[src/rtl/sram_port_arbiter.sv]
// Two-port arbiter for a 64Kx8 async SRAM: clock-port and Pi sides each own
// an auto-incrementing pointer and talk over a four-phase REQ/ACK handshake.
module sram_port_arbiter #(
    parameter int SETUP_CYC = 1,
    parameter int WE_CYC    = 2,
    parameter int RD_CYC    = 3,
    parameter int HOLD_CYC  = 1
) (
    input  logic        CLK,
    input  logic        RST,
    input  logic        CP_REQ,
    input  logic        CP_WR,
    input  logic [1:0]  CP_A,
    input  logic [7:0]  CP_WDATA,
    output logic [7:0]  CP_RDATA,
    output logic        CP_ACK,
    input  logic        PI_REQ,
    input  logic        PI_WR,
    input  logic [1:0]  PI_A,
    input  logic [7:0]  PI_WDATA,
    output logic [7:0]  PI_RDATA,
    output logic        PI_ACK,
    output logic [15:0] RAM_A,
    output logic [7:0]  RAM_D_OUT,
    output logic        RAM_D_OE,
    input  logic [7:0]  RAM_D_IN,
    output logic        RAM_OE_n,
    output logic        RAM_WE_n,
    output logic        GRANT_PI
);
    localparam logic [2:0] S_IDLE   = 3'd0;
    localparam logic [2:0] S_SETUP  = 3'd1;
    localparam logic [2:0] S_STROBE = 3'd2;
    localparam logic [2:0] S_HOLD   = 3'd3;
    localparam logic [2:0] S_DONE   = 3'd4;

    logic [2:0]  state;
    logic [7:0]  cnt;
    logic [15:0] cp_ptr;
    logic [15:0] pi_ptr;
    logic        g_wr;
    logic [1:0]  g_a;
    logic [7:0]  g_wdata;

    logic        cp_pend;
    logic        pi_pend;
    logic        pick_pi;
    logic        sel_wr;
    logic [1:0]  sel_a;
    logic [7:0]  sel_wdata;
    logic [15:0] sel_ptr;
    logic [7:0]  reg_rdata;
    logic [7:0]  strobe_last;
    logic [15:0] own_ptr;
    logic [15:0] nxt_ptr;

    assign cp_pend   = CP_REQ && !CP_ACK;
    assign pi_pend   = PI_REQ && !PI_ACK;
    // Tie goes to whichever side did not own the last transaction.
    assign pick_pi   = pi_pend && (!cp_pend || !GRANT_PI);
    assign sel_wr    = pick_pi ? PI_WR : CP_WR;
    assign sel_a     = pick_pi ? PI_A : CP_A;
    assign sel_wdata = pick_pi ? PI_WDATA : CP_WDATA;
    assign sel_ptr   = pick_pi ? pi_ptr : cp_ptr;
    assign own_ptr   = GRANT_PI ? pi_ptr : cp_ptr;

    assign strobe_last = g_wr ? 8'(WE_CYC - 1)
                              : 8'(RD_CYC - 1);

    always_comb begin
        reg_rdata = 8'h00;
        unique case (1'b1)
            sel_a == 2'd2: reg_rdata = sel_ptr[7:0];
            sel_a == 2'd3: reg_rdata = sel_ptr[15:8];
            default:       reg_rdata = 8'h00;
        endcase
    end

    always_comb begin
        nxt_ptr = own_ptr;
        unique case (1'b1)
            g_a == 2'd0:
                nxt_ptr = own_ptr + 16'd1;
            g_wr && g_a == 2'd2:
                nxt_ptr = {own_ptr[15:8], g_wdata};
            g_wr && g_a == 2'd3:
                nxt_ptr = {g_wdata, own_ptr[7:0]};
            default:
                nxt_ptr = own_ptr;
        endcase
    end

    always_ff @(posedge CLK) begin
        if (RST) begin
            state     <= S_IDLE;
            cnt       <= '0;
            cp_ptr    <= '0;
            pi_ptr    <= '0;
            g_wr      <= 1'b0;
            g_a       <= '0;
            g_wdata   <= '0;
            RAM_A     <= '0;
            RAM_D_OUT <= '0;
            RAM_D_OE  <= 1'b0;
            RAM_OE_n  <= 1'b1;
            RAM_WE_n  <= 1'b1;
            CP_ACK    <= 1'b0;
            PI_ACK    <= 1'b0;
            CP_RDATA  <= '0;
            PI_RDATA  <= '0;
            GRANT_PI  <= 1'b1;
        end else begin
            // Release runs first so a same-cycle completion still pulses ACK.
            if (!CP_REQ) CP_ACK <= 1'b0;
            if (!PI_REQ) PI_ACK <= 1'b0;
            unique case (state)
                S_IDLE: begin
                    if (cp_pend || pi_pend) begin
                        GRANT_PI <= pick_pi;
                        g_wr     <= sel_wr;
                        g_a      <= sel_a;
                        g_wdata  <= sel_wdata;
                        cnt      <= '0;
                        if (sel_a == 2'd0) begin
                            state    <= S_SETUP;
                            RAM_A    <= sel_ptr;
                            RAM_D_OE <= sel_wr;
                            if (sel_wr) RAM_D_OUT <= sel_wdata;
                        end else begin
                            state <= S_DONE;
                            if (pick_pi) PI_ACK <= 1'b1;
                            else         CP_ACK <= 1'b1;
                            if (!sel_wr) begin
                                if (pick_pi) PI_RDATA <= reg_rdata;
                                else         CP_RDATA <= reg_rdata;
                            end
                        end
                    end
                end
                S_SETUP: begin
                    if (cnt == 8'(SETUP_CYC - 1)) begin
                        cnt      <= '0;
                        state    <= S_STROBE;
                        RAM_WE_n <= !g_wr;
                        RAM_OE_n <= g_wr;
                    end else begin
                        cnt <= cnt + 8'd1;
                    end
                end
                S_STROBE: begin
                    if (cnt == strobe_last) begin
                        cnt      <= '0;
                        state    <= S_HOLD;
                        RAM_WE_n <= 1'b1;
                        RAM_OE_n <= 1'b1;
                        if (!g_wr) begin
                            if (GRANT_PI) PI_RDATA <= RAM_D_IN;
                            else          CP_RDATA <= RAM_D_IN;
                        end
                    end else begin
                        cnt <= cnt + 8'd1;
                    end
                end
                S_HOLD: begin
                    if (cnt == 8'(HOLD_CYC - 1)) begin
                        cnt      <= '0;
                        state    <= S_DONE;
                        RAM_D_OE <= 1'b0;
                        if (GRANT_PI) PI_ACK <= 1'b1;
                        else          CP_ACK <= 1'b1;
                    end else begin
                        cnt <= cnt + 8'd1;
                    end
                end
                S_DONE: begin
                    state <= S_IDLE;
                    if (GRANT_PI) pi_ptr <= nxt_ptr;
                    else          cp_ptr <= nxt_ptr;
                end
                default: state <= S_IDLE;
            endcase
        end
    end
endmodule

[config.mk]
export PLATFORM = sky130hd
export DESIGN_NAME = sram_port_arbiter
export DESIGN_NICKNAME = d
export VERILOG_FILES = /design/src/rtl/sram_port_arbiter.sv
export SDC_FILE = /design/constraint.sdc
export NUM_CORES = 1
export LEC_CHECK = 0
export CORE_ASPECT_RATIO = 0.6
export CORE_UTILIZATION = 30
export CTS_BUF_LIST = sky130_fd_sc_hd__clkbuf_8 sky130_fd_sc_hd__clkbuf_16
export CTS_CLUSTER_DIAMETER = 60
export DETAILED_ROUTE_END_ITERATION = 16
export PLACE_DENSITY = 0.58
export SYNTH_ARGS = -nofsm -noshare
export SYNTH_HDL_FRONTEND = slang
export SYNTH_SLANG_ARGS = --single-unit
[constraint.sdc]
create_clock -name CLK -period 3.7 [get_ports CLK]
set_input_delay 1.11 -clock CLK [delete_from_list [all_inputs] [get_ports CLK]]
set_output_delay 1.11 -clock CLK [all_outputs]
set_load 0.005 [all_outputs]
==> results of run 1 <==
## Yosys cell counts (6+ instances only)
cell type / instances / area, um^2
nand3_1: 37 / 185
mux2_4: 16 / 240
clkbuf_1: 30 / 113
nand2_1: 59 / 221
or3_1: 6 / 37.5
nand3b_1: 7 / 52.6
mux2_2: 15 / 169
inv_1: 11 / 41.3
nor2_1: 96 / 360
a311oi_1: 28 / 245
o21ai_0: 16 / 80.1
nor3_1: 6 / 30.0
a21oi_1: 24 / 120
buf_2: 12 / 60.1
mux2i_1: 29 / 290
dfxtp_1: 100 / 2000
a31oi_1: 14 / 87.6
a211oi_1: 38 / 285
nor3b_1: 10 / 75.1
nor2b_1: 20 / 125
## how the worst max path moves through the flow
stage	start	cells past startpoint	end	slack, ns
CTS	PI_REQ	8	CP_RDATA[7]	0.48
floorplan	CP_A[1]	7	CP_RDATA[0]	0.85
global placement	PI_REQ	8	CP_RDATA[1]	0.23
finish	PI_REQ	8	CP_RDATA[4]	0.47
global route	PI_REQ	8	CP_RDATA[5]	0.30
detailed placement	PI_REQ	8	CP_RDATA[7]	0.13
## registers in the layout, indices dropped and copies added, names as in the netlist
name       cells
CP_ACK         1
CP_RDATA       8
GRANT_PI       1
PI_ACK         1
PI_RDATA       8
RAM_A         16
RAM_D_OE       1
RAM_D_OUT      8
RAM_OE_n       1
RAM_WE_n       1
cnt            8
cp_ptr        16
g_a            2
g_wdata        8
g_wr           1
pi_ptr        16
state          3
## final cells by class
cell class / count / area [um^2]
fillers: 1832 / 11100
repair buffers: 102 / 973
clock buffers: 10 / 239
clock inverters: 6 / 110
flip-flops and latches: 100 / 2000
inverters: 11 / 41.3
well taps: 240 / 300
multi-input cells: 495 / 3260
## cell families after synthesis
kind of cell	Yosys count	synth area share, %
and+or+nand+nor	269	24.0
muxes	61	13.1
adders and majority gates	3	0.679
AOI/OAI and AO/OA	155	20.0
xor gates and xnor gates	7	1.11
buffers and inverters	61	4.98
DFF	100	36.2
## layer usage
metal | vias to the layer above | global-route usage, % | routed length (um)
li1 | 2540 | - | -
met1 | 2384 | 31.3 | 9360
met2 | 245 | 22.3 | 5960
met3 | 16 | 4.72 | 1900
met4 | 0 | 2.87 | 141
met5 | - | 0 | 0
## power groups by stage
stage | logic [uW] | clock network, uW | registers (uW)
global placement | 1330 | 0 | 1530
CTS | 1350 | 1130 | 1510
detailed placement | 1340 | 0 | 1530
finish | 1360 | 1110 | 1520
floorplan | 1000 | 0 | 1380
global route | 1500 | 1180 | 1540
## worst max-delay path, stage by stage
cell and delay (ns):
clkdlybuf4s50_1 0.50, nor2b_1 0.30, nand2_2 0.19, mux2i_1 0.27
nor2_1 0.08, or4b_1 0.51, buf_4 0.20, mux2_4 0.30
## metrics by stage
step / std cells / total power, uW / setup slack [ns]
after floorplan: 656 / 2380 / 0.846
after global placement: 948 / 2860 / 0.228
after detailed placement: 948 / 2870 / 0.127
after CTS: 964 / 3980 / 0.477
after global routing: 964 / 4210 / 0.305
final: 964 / 3990 / 0.468
==> results_dict.tcl, run 1 <==
set metrics [dict create \
    critPathCaptureType "register" \
    syn_area_per_cell_um2 8.43 \
    synth-edff-count 0 \
    fin_crit_sh_pct 87.3 \
    critical_path_class "in -> reg" \
    num_rows 38 \
    arrival_ns 3.47 \
    drt_iter0_markers 631 \
    cts_tree "done" \
    relSlewSlack_pct 48.9 \
    cp.required_ns 3.93 \
    antenna_found_initial 0 \
    core_region_area_um2 18100 \
    path_max_fanout 8 \
    cts-resized-gates 0 \
    cts_sinks 100 \
    gp_congestion 0.868 \
    r2r-start "state[2]" \
    ir_drop_v 0.000265 \
    power_frac_comb_pct 34.0 \
    whs_endpoint "cnt[7]" \
    final_common_cell "dfxtp_1" \
    hold_viol 0 \
    cts_inserted_buffers 9 \
    clk_pin_slew_ns 0.07 \
    min_from "cnt[7]" \
    grt_usage_pct 18.6 \
    cts_setup_buffers 0 \
    drive_above_1_share_pct 10.9 \
    cap_violations 0 \
    ff2ff_setup_slack_ns 1.04 \
    status "finished, final reports clean" \
    dp_hpwl_mm 12.7 \
    hold_path_class "reg -> reg" \
    clockRootBuffer "clkbuf_16" \
    hold_ws_ns 0.488 \
    final.setup_skew_ns 0.0120 \
    netlist_area_um2 5530 \
    netlist_instances 656 \
    overflow 0 \
    synth_ff_type "dfxtp_1" \
    wirelength_mm 17.4 \
    syn-num-nets 693 \
    cts_max_level 3 \
    portBuffers 79 \
    cts.path.max_buffers 2 \
    synthToLayoutAreaGrowth_pct 25.2 \
    drc 0 \
    drtAntennaViolNets 0 \
    setup_tns_ns 0 \
    leakagePower_uw 0.00246 \
    vias 5185 \
    yosysSeqAreaShare_pct 36.2 \
    p_per_area_nw_per_um2 577 \
    ys_types 59 \
    utilization_pct 38.3 \
    cts_hold_buf 0 \
    p_int_uw 2510 \
    vias_per_cell 5.38 \
    finalSetupViolations 0 \
    place_area_um2 6580 \
    reg2reg_depth 7 \
    die_y_um 107 \
    avgRoutedWirePerCell_um 18.0 \
    grt_pass1_wl_mm 27.0 \
    num_io_pins 80 \
    whs_path_depth 1 \
    p_seq_share_pct 38.1 \
    yosys_warnings 0 \
    grt_start_max_net_pins 76 \
    power.switching_uw 1480 \
    start_util_pct 30.6 \
    period_needed_ns 3.23 \
    r2r_end "PI_RDATA[1]" \
    swShare_pct 37.1 \
    worst_pin_slew_ns 0.766 \
    startpoint_type "primary input" \
    synth_seq_cells 100 \
    die_w_um 177 \
    grt_pass1_vias 4625 \
    clockPowerShare_pct 27.9 \
    fmax_ghz 0.309 \
    slew_violations 0 \
    clkLatencyLatePin_ns 0.35 \
    rsz0062_at_grt "no" \
    layout_common_cells "dfxtp_1 (100), nor2_1 (96), clkdlybuf4s50_1 (78), nand2_1 (59), a211oi_1 (38)" \
    die_area_um2 19000 \
    async_flop_share_pct 0 \
    final_nets 756 \
    antenna_cells 0 \
    final_area_um2 6920 \
    first_pass_iters 5 \
]
Note: power is estimated with default switching activity, not from simulation.
==> run 2, diff against run 1 <==
Settings changed: DONT_BUFFER_PORTS set to 1, GPL_TIMING_DRIVEN set to 1, PLACE_DENSITY 0.58 to 0.53.
==> run 2 against run 1 <==
Final cell count fell by 9.5%; critical endpoint is now CP_RDATA[7]; sequential power rose by 3%; critical path type is now reg -> reg; count of clock-buffer cells in the layout did not move; worst hold slack improved by 0.0019 ns; largest power group unchanged; register-to-register slack got worse by 0.46 ns.
==> results_dict.tcl, run 2 (synthesis results as in run 1) <==
set metrics [dict create \
    status "finished, final reports clean" \
    whs_path_depth 1 \
    num_rows 38 \
    grt_pass1_wl_mm 27.2 \
    drt_iter0_markers 511 \
    regArea_um2 2000 \
    antenna_found_initial 0 \
    final_common_cell "dfxtp_1" \
    cts_hold_buf 0 \
    core_region_area_um2 18100 \
    path_buf_inv 0 \
    wirelength_mm 17.9 \
    cp.required_ns 3.94 \
    rsz0062_at_grt "no" \
    cpLargestDelayFamily "simple AND/OR/NAND/NOR gates" \
    grt_pass1_vias 4587 \
    top_regs "RAM_A x16, cp_ptr x16, pi_ptr x16" \
    portBuffers 0 \
    r2r-start "GRANT_PI" \
    layout_common_cells "dfxtp_1 (100), nor2_1 (95), nand2_1 (59), a211oi_1 (38), nand3_1 (37)" \
    drive_above_1_share_pct 10.6 \
    clk_pin_slew_ns 0.07 \
    startpoint_type "register" \
    multi_input_area_um2 3260 \
    arrival_ns 3.36 \
    num_io_pins 80 \
    finalSetupViolations 0 \
    dp_hpwl_mm 13.4 \
    path_cells "nand3b_4, nand2_2, mux2i_1, nor2_1, or4b_1, mux2_4" \
    cts_max_level 3 \
    cts_sinks 100 \
    cts.path.max_buffers 2 \
    wl_met2_mm 6.72 \
    vias_per_cell 5.80 \
    grt_usage_pct 19.0 \
    cts_setup_buffers 0 \
    fmax_ghz 0.320 \
    p_per_area_nw_per_um2 627 \
    avgRoutedWirePerCell_um 20.6 \
    min_from "cnt[7]" \
    r2r_end "CP_RDATA[7]" \
    die_y_um 107 \
    drtAntennaViolNets 0 \
    grt_start_max_net_pins 111 \
    cpMaxStageDelayCell "or4b_1" \
    die_w_um 177 \
    clkLatencyLatePin_ns 0.35 \
    setup_tns_ns 0 \
    first_pass_iters 5 \
    fillers 1871 \
    slew_violations 0 \
    start_util_pct 30.6 \
    final_nets 664 \
    relSlewSlack_pct 29.6 \
    period_needed_ns 3.12 \
    whs_endpoint "cnt[7]" \
    cts_tree "done" \
    overflow 0 \
    hold_viol 0 \
    fin_crit_sh_pct 84.4 \
    final_area_um2 6000 \
    synthToLayoutAreaGrowth_pct 8.57 \
    die_area_um2 19000 \
    drc 0 \
    leakagePower_uw 0.00210 \
    ff2ff_setup_slack_ns 0.58 \
    final.setup_skew_ns 0.00818 \
    cap_violations 0 \
    hold_path_class "reg -> reg" \
    ir_drop_v 0.000254 \
    vias 5057 \
    gp_congestion 0.916 \
    cts_inserted_buffers 9 \
    clockRootBuffer "clkbuf_16" \
    worst_pin_slew_ns 1.05 \
    wl_met1_mm 8.70 \
    place_area_um2 5680 \
    cts-resized-gates 0 \
    wl_met3_mm 2.40 \
    antenna_cells 0 \
    critPathCaptureType "register" \
    critical_path_class "reg -> reg" \
    path_max_fanout 19 \
    critPathMaxStageDelay_ns 0.81 \
    highest_layer "met4" \
    reg2reg_depth 6 \
]
-- run 2: area by class of cell --
class                   instances  share of cell area [%]
flip-flops and latches        100                    33.3
well taps                     240                    5.00
clock inverters                 6                    1.44
repair buffers                 10                    1.25
multi-input cells             495                    54.3
clock buffers                  10                    3.98
inverters                      11                   0.688
-- run 2: power by group --
part	switching, uW	leakage, uW	internal (uW)	total (uW)
Clock	431	0.000164	613	1040
Combinational	709	0.00112	447	1160
Sequential	319	0.000814	1240	1560
Total	1460	0.00210	2300	3760
-- run 2: routing by layer --
| layer | track usage [%] | up-vias |
|---|---|---|
| li1 | - | 2362 |
| met1 | 29.0 | 2400 |
| met2 | 24.6 | 279 |
| met3 | 6.88 | 16 |
| met4 | 3.48 | 0 |
| met5 | 0 | - |
-- run 2: worst max path at each step --
stage | start | end | slack [ns] | depth (start not counted)
global route | GRANT_PI | CP_RDATA[7] | 0.45 | 6
CTS | GRANT_PI | PI_RDATA[0] | 0.60 | 6
finish | GRANT_PI | CP_RDATA[7] | 0.58 | 6
floorplan | CP_A[1] | CP_RDATA[0] | 0.85 | 7
global placement | CP_REQ | PI_RDATA[2] | 0.43 | 6
detailed placement | CP_REQ | CP_RDATA[5] | 0.36 | 6
-- run 2: metrics by stage --
step,hold slack [ns],power [uW],worst slack [ns],util (%),cells
2_1_floorplan,0.458,2380,0.846,-,656
6_report,0.490,3760,0.578,33.2,872
3_3_place_gp,0.477,2670,0.432,31.4,856
4_1_cts,0.497,3740,0.597,33.2,872
3_5_place_dp,0.481,2700,0.362,31.4,856
5_1_grt,0.541,3970,0.454,33.2,872
==> patch, RTL diff (flow settings as in run 2) <==
The parameter `HOLD_CYC` goes from 1 to 0.
--- a/src/rtl/sram_port_arbiter.sv
+++ b/src/rtl/sram_port_arbiter.sv
@@ -6,3 +6,3 @@
     parameter int RD_CYC    = 3,
-    parameter int HOLD_CYC  = 1
+    parameter int HOLD_CYC  = 0
 ) (
Check against the original RTL: not equivalent (a bounded check fails within 10 cycles, from zero or initial values and one cycle with RST high).
==> patch against run 2 <==
- non-clock buffer count fell by 1
- first-iteration DRC count grew 0.20%
- sequential cell count unchanged
- setup slack better by 0.40 ns
- design area about the same
- largest cell class unchanged
- power is 2.7% higher
- via count grew 1.1%
- clock skew grew 0.0077 ns
- sequential power up 4%
- critical path depth unchanged
- final cell count up 1.5%
- synthesized area grew 0.66%
- wire length shrank 2.7%
==> patch: results <==
cells_and_area:
  final.clkbuf_count: 9
  instances_no_fill: 885
  clk_share_pct: 4.69
  num-multi-input-gates: 507
  multi_input_area_share_pct: 55.1
  buffers: 9
status:
  status: "finished clean"
hold_path:
  min-delay-start: "RAM_D_OUT[1]"
  hold_path_end: "RAM_D_OUT[1]"
placement:
  pre_cts_slack_ns: 0.931
synth:
  synth_compound_area_share_pct: 22.7
  syn_area_per_cell_um2: 8.32
  netlist_top_cells_area: "dfxtp_1 (36%), mux2_2 (8.3%), nor2_1 (6.2%)"
  ys_types: 62
  synthMuxAreaShare_pct: 11.0
  ys_top_cells_by_count: "dfxtp_1 (100), nor2_1 (92), nand2_1 (62)"
pwr:
  swShare_pct: 41.5
  seq-power_mw: 1.62
grt:
  grt_max_degree: 115
  grt_pass1_vias: 4595
  grt_pass1_wl_um: 27100
routing:
  via_per_inst: 5.78
  dr.pass1.iters: 6
critical_path:
  rrSetupSlack_ns: 0.97
  critPathMaxFanout: 16
patch: cell types whose count changed after synthesis, moves of 5 or more:
| cell | delta |
|---|---|
| mux2_4 | -16 |
| nor3b_1 | -6 |
| o21a_1 | +5 |
| clkbuf_1 | +8 |
| a21oi_1 | -6 |
| mux2i_1 | -14 |
| mux2_2 | +26 |
| nand2b_1 | +7 |
| buf_2 | -6 |
| and3_1 | +5 |
| o21ai_0 | -5 |
patch: metal layers:
layer	vias up	wire length, um	track usage, %	share of wire, %
met5	-	0	0	0
met4	0	144	4.21	0.83
met3	12	2070	6.46	12
met1	2432	8860	29.5	51
met2	242	6370	23.5	37
li1	2429	-	-	-
patch: per-stage QoR:
step / hold slack (ns) / util (%) / area, um^2
2_1_floorplan: 0.459 / - / 5570
3_3_place_gp: 0.504 / 31.6 / 5730
3_5_place_dp: 0.510 / 31.6 / 5730
4_1_cts: 0.520 / 33.2 / 6010
5_1_grt: 0.543 / 33.2 / 6010
6_report: 0.517 / 33.2 / 6010
